$ cat src/rtl/instruction_queue_if.sv
// rtl/instruction_queue_if.sv - fetch/decode side bundle for the instruction queue
//
// Purpose: groups the enqueue, dequeue, flush and status signals of
// instruction_queue so fetch/decode logic and the queue share one port.
// Ports (signals):
//   instructionIn [WIDTH]    word to enqueue
//   IRWRITE                  enqueue request
//   pop                      dequeue request from decode
//   flush                    discard all entries
//   instruction   [WIDTH]    head entry (0 when empty)
//   valid                    queue non-empty
//   full                     occupancy == DEPTH
//   count         [ADDR_W+1] occupancy 0..DEPTH
//   overflow                 sticky dropped-write flag
// Modports: master = fetch/decode side, slave = the queue.

interface instruction_queue_if #(
    parameter int WIDTH = 32,
    parameter int DEPTH = 4
);
    localparam int ADDR_W = $clog2(DEPTH);

    logic [WIDTH-1:0] instructionIn;
    logic             IRWRITE;
    logic             pop;
    logic             flush;
    logic [WIDTH-1:0] instruction;
    logic             valid;
    logic             full;
    logic [ADDR_W:0]  count;
    logic             overflow;

    modport master (
        output instructionIn, IRWRITE, pop, flush,
        input  instruction, valid, full, count, overflow
    );

    modport slave (
        input  instructionIn, IRWRITE, pop, flush,
        output instruction, valid, full, count, overflow
    );
endinterface

$ cat src/rtl/instruction_queue.sv
// rtl/instruction_queue.sv - DEPTH-entry show-ahead instruction queue between fetch and decode
//
// Purpose: circular buffer of DEPTH x WIDTH instruction words. Fetch
// enqueues with IRWRITE, decode sees the head combinationally and consumes
// it with pop. flush discards everything (branch/jump redirect) and has
// priority over push/pop. A push on a full queue is accepted only when a
// pop is accepted in the same cycle; otherwise it is dropped and the sticky
// overflow flag is set until flush or reset.
// Ports:
//   clk    rising-edge clock
//   reset  asynchronous active-high reset
//   q      instruction_queue_if.slave (instructionIn, IRWRITE, pop, flush in;
//          instruction, valid, full, count, overflow out)

module instruction_queue #(
    parameter int WIDTH = 32,
    parameter int DEPTH = 4
) (
    input  logic                 clk,
    input  logic                 reset,
    instruction_queue_if.slave   q
);
    localparam int              ADDR_W = $clog2(DEPTH);
    localparam logic [ADDR_W:0] DEPTH_C = (ADDR_W + 1)'(DEPTH);

    logic [WIDTH-1:0]  mem [DEPTH];
    logic [ADDR_W-1:0] wr_ptr;
    logic [ADDR_W-1:0] rd_ptr;
    logic [ADDR_W:0]   cnt;
    logic              ovf;

    logic is_valid;
    logic is_full;
    logic pop_ok;
    logic push_ok;

    assign is_valid = (cnt != '0);
    assign is_full  = (cnt == DEPTH_C);

    // A full queue can still take a word when the head leaves in the same cycle.
    assign pop_ok  = q.pop & is_valid & ~q.flush;
    assign push_ok = q.IRWRITE & (~is_full | pop_ok) & ~q.flush;

    assign q.valid       = is_valid;
    assign q.full        = is_full;
    assign q.count       = cnt;
    assign q.overflow    = ovf;
    assign q.instruction = is_valid ? mem[rd_ptr] : '0;

    // Array contents need no reset: nothing is visible while count is zero.
    always_ff @(posedge clk) begin
        if (push_ok) begin
            mem[wr_ptr] <= q.instructionIn;
        end
    end

    always_ff @(posedge clk or posedge reset) begin
        if (reset) begin
            wr_ptr <= '0;
            rd_ptr <= '0;
            cnt    <= '0;
            ovf    <= 1'b0;
        end else if (q.flush) begin
            wr_ptr <= '0;
            rd_ptr <= '0;
            cnt    <= '0;
            ovf    <= 1'b0;
        end else begin
            // Pointers are exactly ADDR_W bits, so DEPTH-1 wraps to 0 for free.
            if (push_ok) begin
                wr_ptr <= wr_ptr + ADDR_W'(1);
            end
            if (pop_ok) begin
                rd_ptr <= rd_ptr + ADDR_W'(1);
            end
            case ({push_ok, pop_ok})
                2'b10:   cnt <= cnt + (ADDR_W + 1)'(1);
                2'b01:   cnt <= cnt - (ADDR_W + 1)'(1);
                default: cnt <= cnt;
            endcase
            if (q.IRWRITE && !push_ok) begin
                ovf <= 1'b1;
            end
        end
    end
endmodule

$ cat src/flat_wrapper.sv
// flat-port wrapper written by rule: the top's interface ports become plain ports
module instruction_queue_flat 
#(
    parameter int WIDTH = 32,
    parameter int DEPTH = 4
)
  (clk, reset, q_instructionIn, q_IRWRITE, q_pop, q_flush, q_instruction, q_valid, q_full, q_count, q_overflow);
  instruction_queue_if #(.WIDTH(WIDTH), .DEPTH(DEPTH)) q_i ();
  input  logic clk;
  input  logic reset;
  input wire logic [$bits(q_i.instructionIn)-1:0] q_instructionIn;
  input wire logic [$bits(q_i.IRWRITE)-1:0] q_IRWRITE;
  input wire logic [$bits(q_i.pop)-1:0] q_pop;
  input wire logic [$bits(q_i.flush)-1:0] q_flush;
  output wire logic [$bits(q_i.instruction)-1:0] q_instruction;
  output wire logic [$bits(q_i.valid)-1:0] q_valid;
  output wire logic [$bits(q_i.full)-1:0] q_full;
  output wire logic [$bits(q_i.count)-1:0] q_count;
  output wire logic [$bits(q_i.overflow)-1:0] q_overflow;
  assign q_i.instructionIn = q_instructionIn;
  assign q_i.IRWRITE = q_IRWRITE;
  assign q_i.pop = q_pop;
  assign q_i.flush = q_flush;
  assign q_instruction = q_i.instruction;
  assign q_valid = q_i.valid;
  assign q_full = q_i.full;
  assign q_count = q_i.count;
  assign q_overflow = q_i.overflow;
  instruction_queue #(.WIDTH(WIDTH), .DEPTH(DEPTH)) u_core (.clk(clk), .reset(reset), .q(q_i));
endmodule
$ cat config.mk
export PLATFORM = sky130hd
export DESIGN_NAME = instruction_queue_flat
export DESIGN_NICKNAME = d
export VERILOG_FILES = /design/src/rtl/instruction_queue_if.sv /design/src/rtl/instruction_queue.sv /design/src/flat_wrapper.sv
export SDC_FILE = /design/constraint.sdc
export NUM_CORES = 1
export LEC_CHECK = 0
export ABC_AREA = 0
export BUFFER_PORTS_ARGS = -buffer_cell sky130_fd_sc_hd__buf_4
export CAP_MARGIN = 20
export CORE_MARGIN = 3
export CORE_UTILIZATION = 40
export DETAILED_ROUTE_END_ITERATION = 6
export SYNTH_ARGS = -nofsm -noshare
export SYNTH_HDL_FRONTEND = slang
export SYNTH_SLANG_ARGS = --single-unit
$ cat constraint.sdc
create_clock -name clk -period 3.25 [get_ports clk]
set_clock_uncertainty 0.1 [all_clocks]
set_input_delay 0.4875 -clock clk [delete_from_list [all_inputs] [get_ports clk]]
set_output_delay 0.4875 -clock clk [all_outputs]
set_load 0.02 [all_outputs]
==> reports/metrics.cfg <==
[grt]
grt_start_max_net_pins=34
grt.overflow.total=0
grt_antenna_before_repair=0
grt_pass1_vias=2894
use_met1=0.181
busiest_layer=met2
use_met2=0.230
grtUsageMet3=0.0535
grtUsageTotal=0.146
grt_pass1_wl_mm=15.9

[layout]
fin_nets=400
drive_gt1_frac=0.395
diodes=0
area_growth_pct=24.4

[hold_path]
hold_start=q_instructionIn[14]
holdPathStages=1
whs_endpoint=u_core.mem[0][14]
hold_class=in2reg

[yosys]
synth_cell_types=37
synth-seq-area-share=0.733
avgSynthCellArea_um2=20.2
yosys.area.top_type=edfxtp_1
synthTopCellsByArea=edfxtp_1 (70%), mux4_2 (11%), dfrtp_1 (3.6%)
synth_cells=273
synth_top_area_frac=0.696
synthesis.nets=315
ys_async_sr_fraction=0.0588
yosysMostFrequentCell=edfxtp_1
synth_edf_count=128
netlist_area_um2=5520
yosys_warnings=0
synth_seq_cells=136
synth_flop_cell=edfxtp_1
synthTopCellsByCount=edfxtp_1 (128), mux4_2 (28), nor2b_1 (24)

[drt]
ant_nets=0
drc_errors=0
vias=2712
drt_iter0_drc=216
wl_mm=10.1
via_per_inst=4.97
dr.pass1.iters=4
post_drt_wl_per_cell_um=18.5

[cts]
cts_buffers=17
cts-root-buf=clkbuf_16
cts_tree=yes
clock_sinks=136
clk_pin_slew_ps=60
clk_latency_ps=410
postCtsSetupBuffers=0
cts_buffer_depth=2
htree_levels=4

[placement]
numPortBuffers=74
dp.final_hpwl_mm=6.16
gp_congestion=0.769

[pwr]
p_sw_frac=0.220
comb_power_share=0.128
switching_power_uw=969
ir_worst_vdd_uv=377
p_leak_nw=2.42
power_frac_seq=0.455
internal_power_mw=3.43
pwr-share-clk=0.416
powerDensity_nw_per_um2=640

[setup_path]
critical_path_required_ps=2660
critPathMaxFanout=9
reg2reg_from=u_core.q.count[2]
reg2reg_slack_ps=910
crit_arrival_ps=2070
reg2reg_to=u_core.q.count[2]
endpoint_kind=output pin
cp-start-kind=flop
reg2regPathDepth=5
worstSetupPathType=reg2out

[timing]
slew_headroom=0.615
tightest_slew_ps=578
setup_violations=0
setup_tns_ps=0
finalCritPeriodShare=0.819
fmax_ghz=0.376
hold_slack_ps=178
final_max_slew_viol_count=0
hold_violations=0
rsz0062_at_grt=false
period_needed_ps=2660

[run_status]
status=completed

[die]
die_area_um2=15200
die_w_um=123
rows=42
core_area_um2=13300
io_pins=75
initial_core_util=0.413
die_height_um=123

[flow_run]
maxCapViolations=0

[worst max-delay path, stage by stage, from the launching register on]
cell and delay (ps):
dfrtp_2 500, buf_4 280, mux4_2 520, and2b_1 200, buf_4 160
[layer usage]
metal	wire (µm)	part of all wire
met1	4180	0.41
met4	197	0.020
met2	5020	0.50
met3	693	0.069
met5	0	0
[placed cells by master (no fill, tap or decap), types with 2 or more instances in the layout]
| master | n |
|---|---|
| and2b_1 | 10 |
| xor2_1 | 3 |
| buf_12 | 5 |
| nor2_1 | 5 |
| dfrtp_2 | 2 |
| o21ai_0 | 2 |
| nor2b_1 | 24 |
| nand2_1 | 2 |
| ha_1 | 4 |
| a21oi_1 | 3 |
| dfrtp_1 | 6 |
| clkinv_2 | 5 |
| a31oi_1 | 2 |
| nand2b_1 | 2 |
| bufinv_16 | 3 |
| inv_1 | 7 |
| clkbuf_16 | 17 |
| nor3_1 | 2 |
| and2_2 | 4 |
| buf_4 | 77 |
| clkbuf_1 | 2 |
| mux4_2 | 28 |
| mux4_1 | 4 |
| clkinv_1 | 3 |
| edfxtp_1 | 128 |
| o2111ai_1 | 2 |
| nand3_1 | 2 |
[through the flow]
| step | power [mW] | setup WS, ps | cells | utilization | instance area, µm² |
|---|---|---|---|---|---|
| 3_3_place_gp | 2.61 | 968 | 514 | 0.471 | 6290 |
| 6_report | 4.40 | 588 | 546 | 0.514 | 6870 |
| 4_1_cts | 4.44 | 542 | 546 | 0.514 | 6870 |
| 3_5_place_dp | 2.61 | 903 | 514 | 0.471 | 6290 |
| 5_1_grt | 4.58 | 481 | 546 | 0.514 | 6870 |
| 2_1_floorplan | 2.40 | 926 | 273 | - | 5520 |
[flip-flops by register name, summed over array words and instances (netlist names)]
name / count
u_core.mem: 128
u_core.rd_ptr: 2
u_core.q.count: 3
u_core.wr_ptr: 2
u_core.q.overflow: 1
[kinds of logic (layout without fill, tap and decap cells)]
logic type	after synthesis	count (layout)	share of synthesized area
flops	136	136	0.733
simple gates	58	58	0.0667
mux	33	33	0.135
buf+inv	24	121	0.0304
compound gates	13	13	0.0159
fa+ha+maj	5	5	0.0127
xor+xnor	4	4	0.00635
[how the worst max path moves through the flow]
stage / end / depth (start not counted) / startpoint / slack, ps
finish: q_instruction[10] / 4 / u_core.rd_ptr[0] / 590
global route: q_instruction[29] / 4 / u_core.rd_ptr[0] / 480
detailed placement: u_core.q.count[2] / 5 / u_core.q.count[1] / 900
global placement: u_core.q.count[2] / 5 / u_core.q.count[2] / 970
floorplan: u_core.q.count[2] / 6 / u_core.q.count[1] / 930
CTS: q_instruction[10] / 4 / u_core.rd_ptr[0] / 540
[cell type report]
| type | count | area (µm²) |
|---|---|---|
| clock buffers | 19 | 433 |
| clock inverters | 12 | 134 |
| fillers | 1101 | 6480 |
| inverters | 7 | 26.3 |
| multi-input cells | 113 | 1320 |
| flip-flops and latches | 136 | 4050 |
| well taps | 176 | 220 |
| repair buffers | 83 | 688 |
[timing repair]
action                                  CTS  global route
endpoints found under the setup margin    0             0
resized for setup                         0             0
endpoints found under the hold margin     8             0
hold buffers                              1             0
[power groups by stage]
stage / Clock [mW] / Sequential, mW / Combinational [mW]
after global routing: 1.95 / 2.01 / 0.614
final: 1.83 / 2.00 / 0.565
after floorplan: 0 / 2.02 / 0.378
after global placement: 0 / 2.03 / 0.572
after detailed placement: 0 / 2.04 / 0.576
after CTS: 1.86 / 2.00 / 0.579
Note: power is estimated with default switching activity, not from simulation.
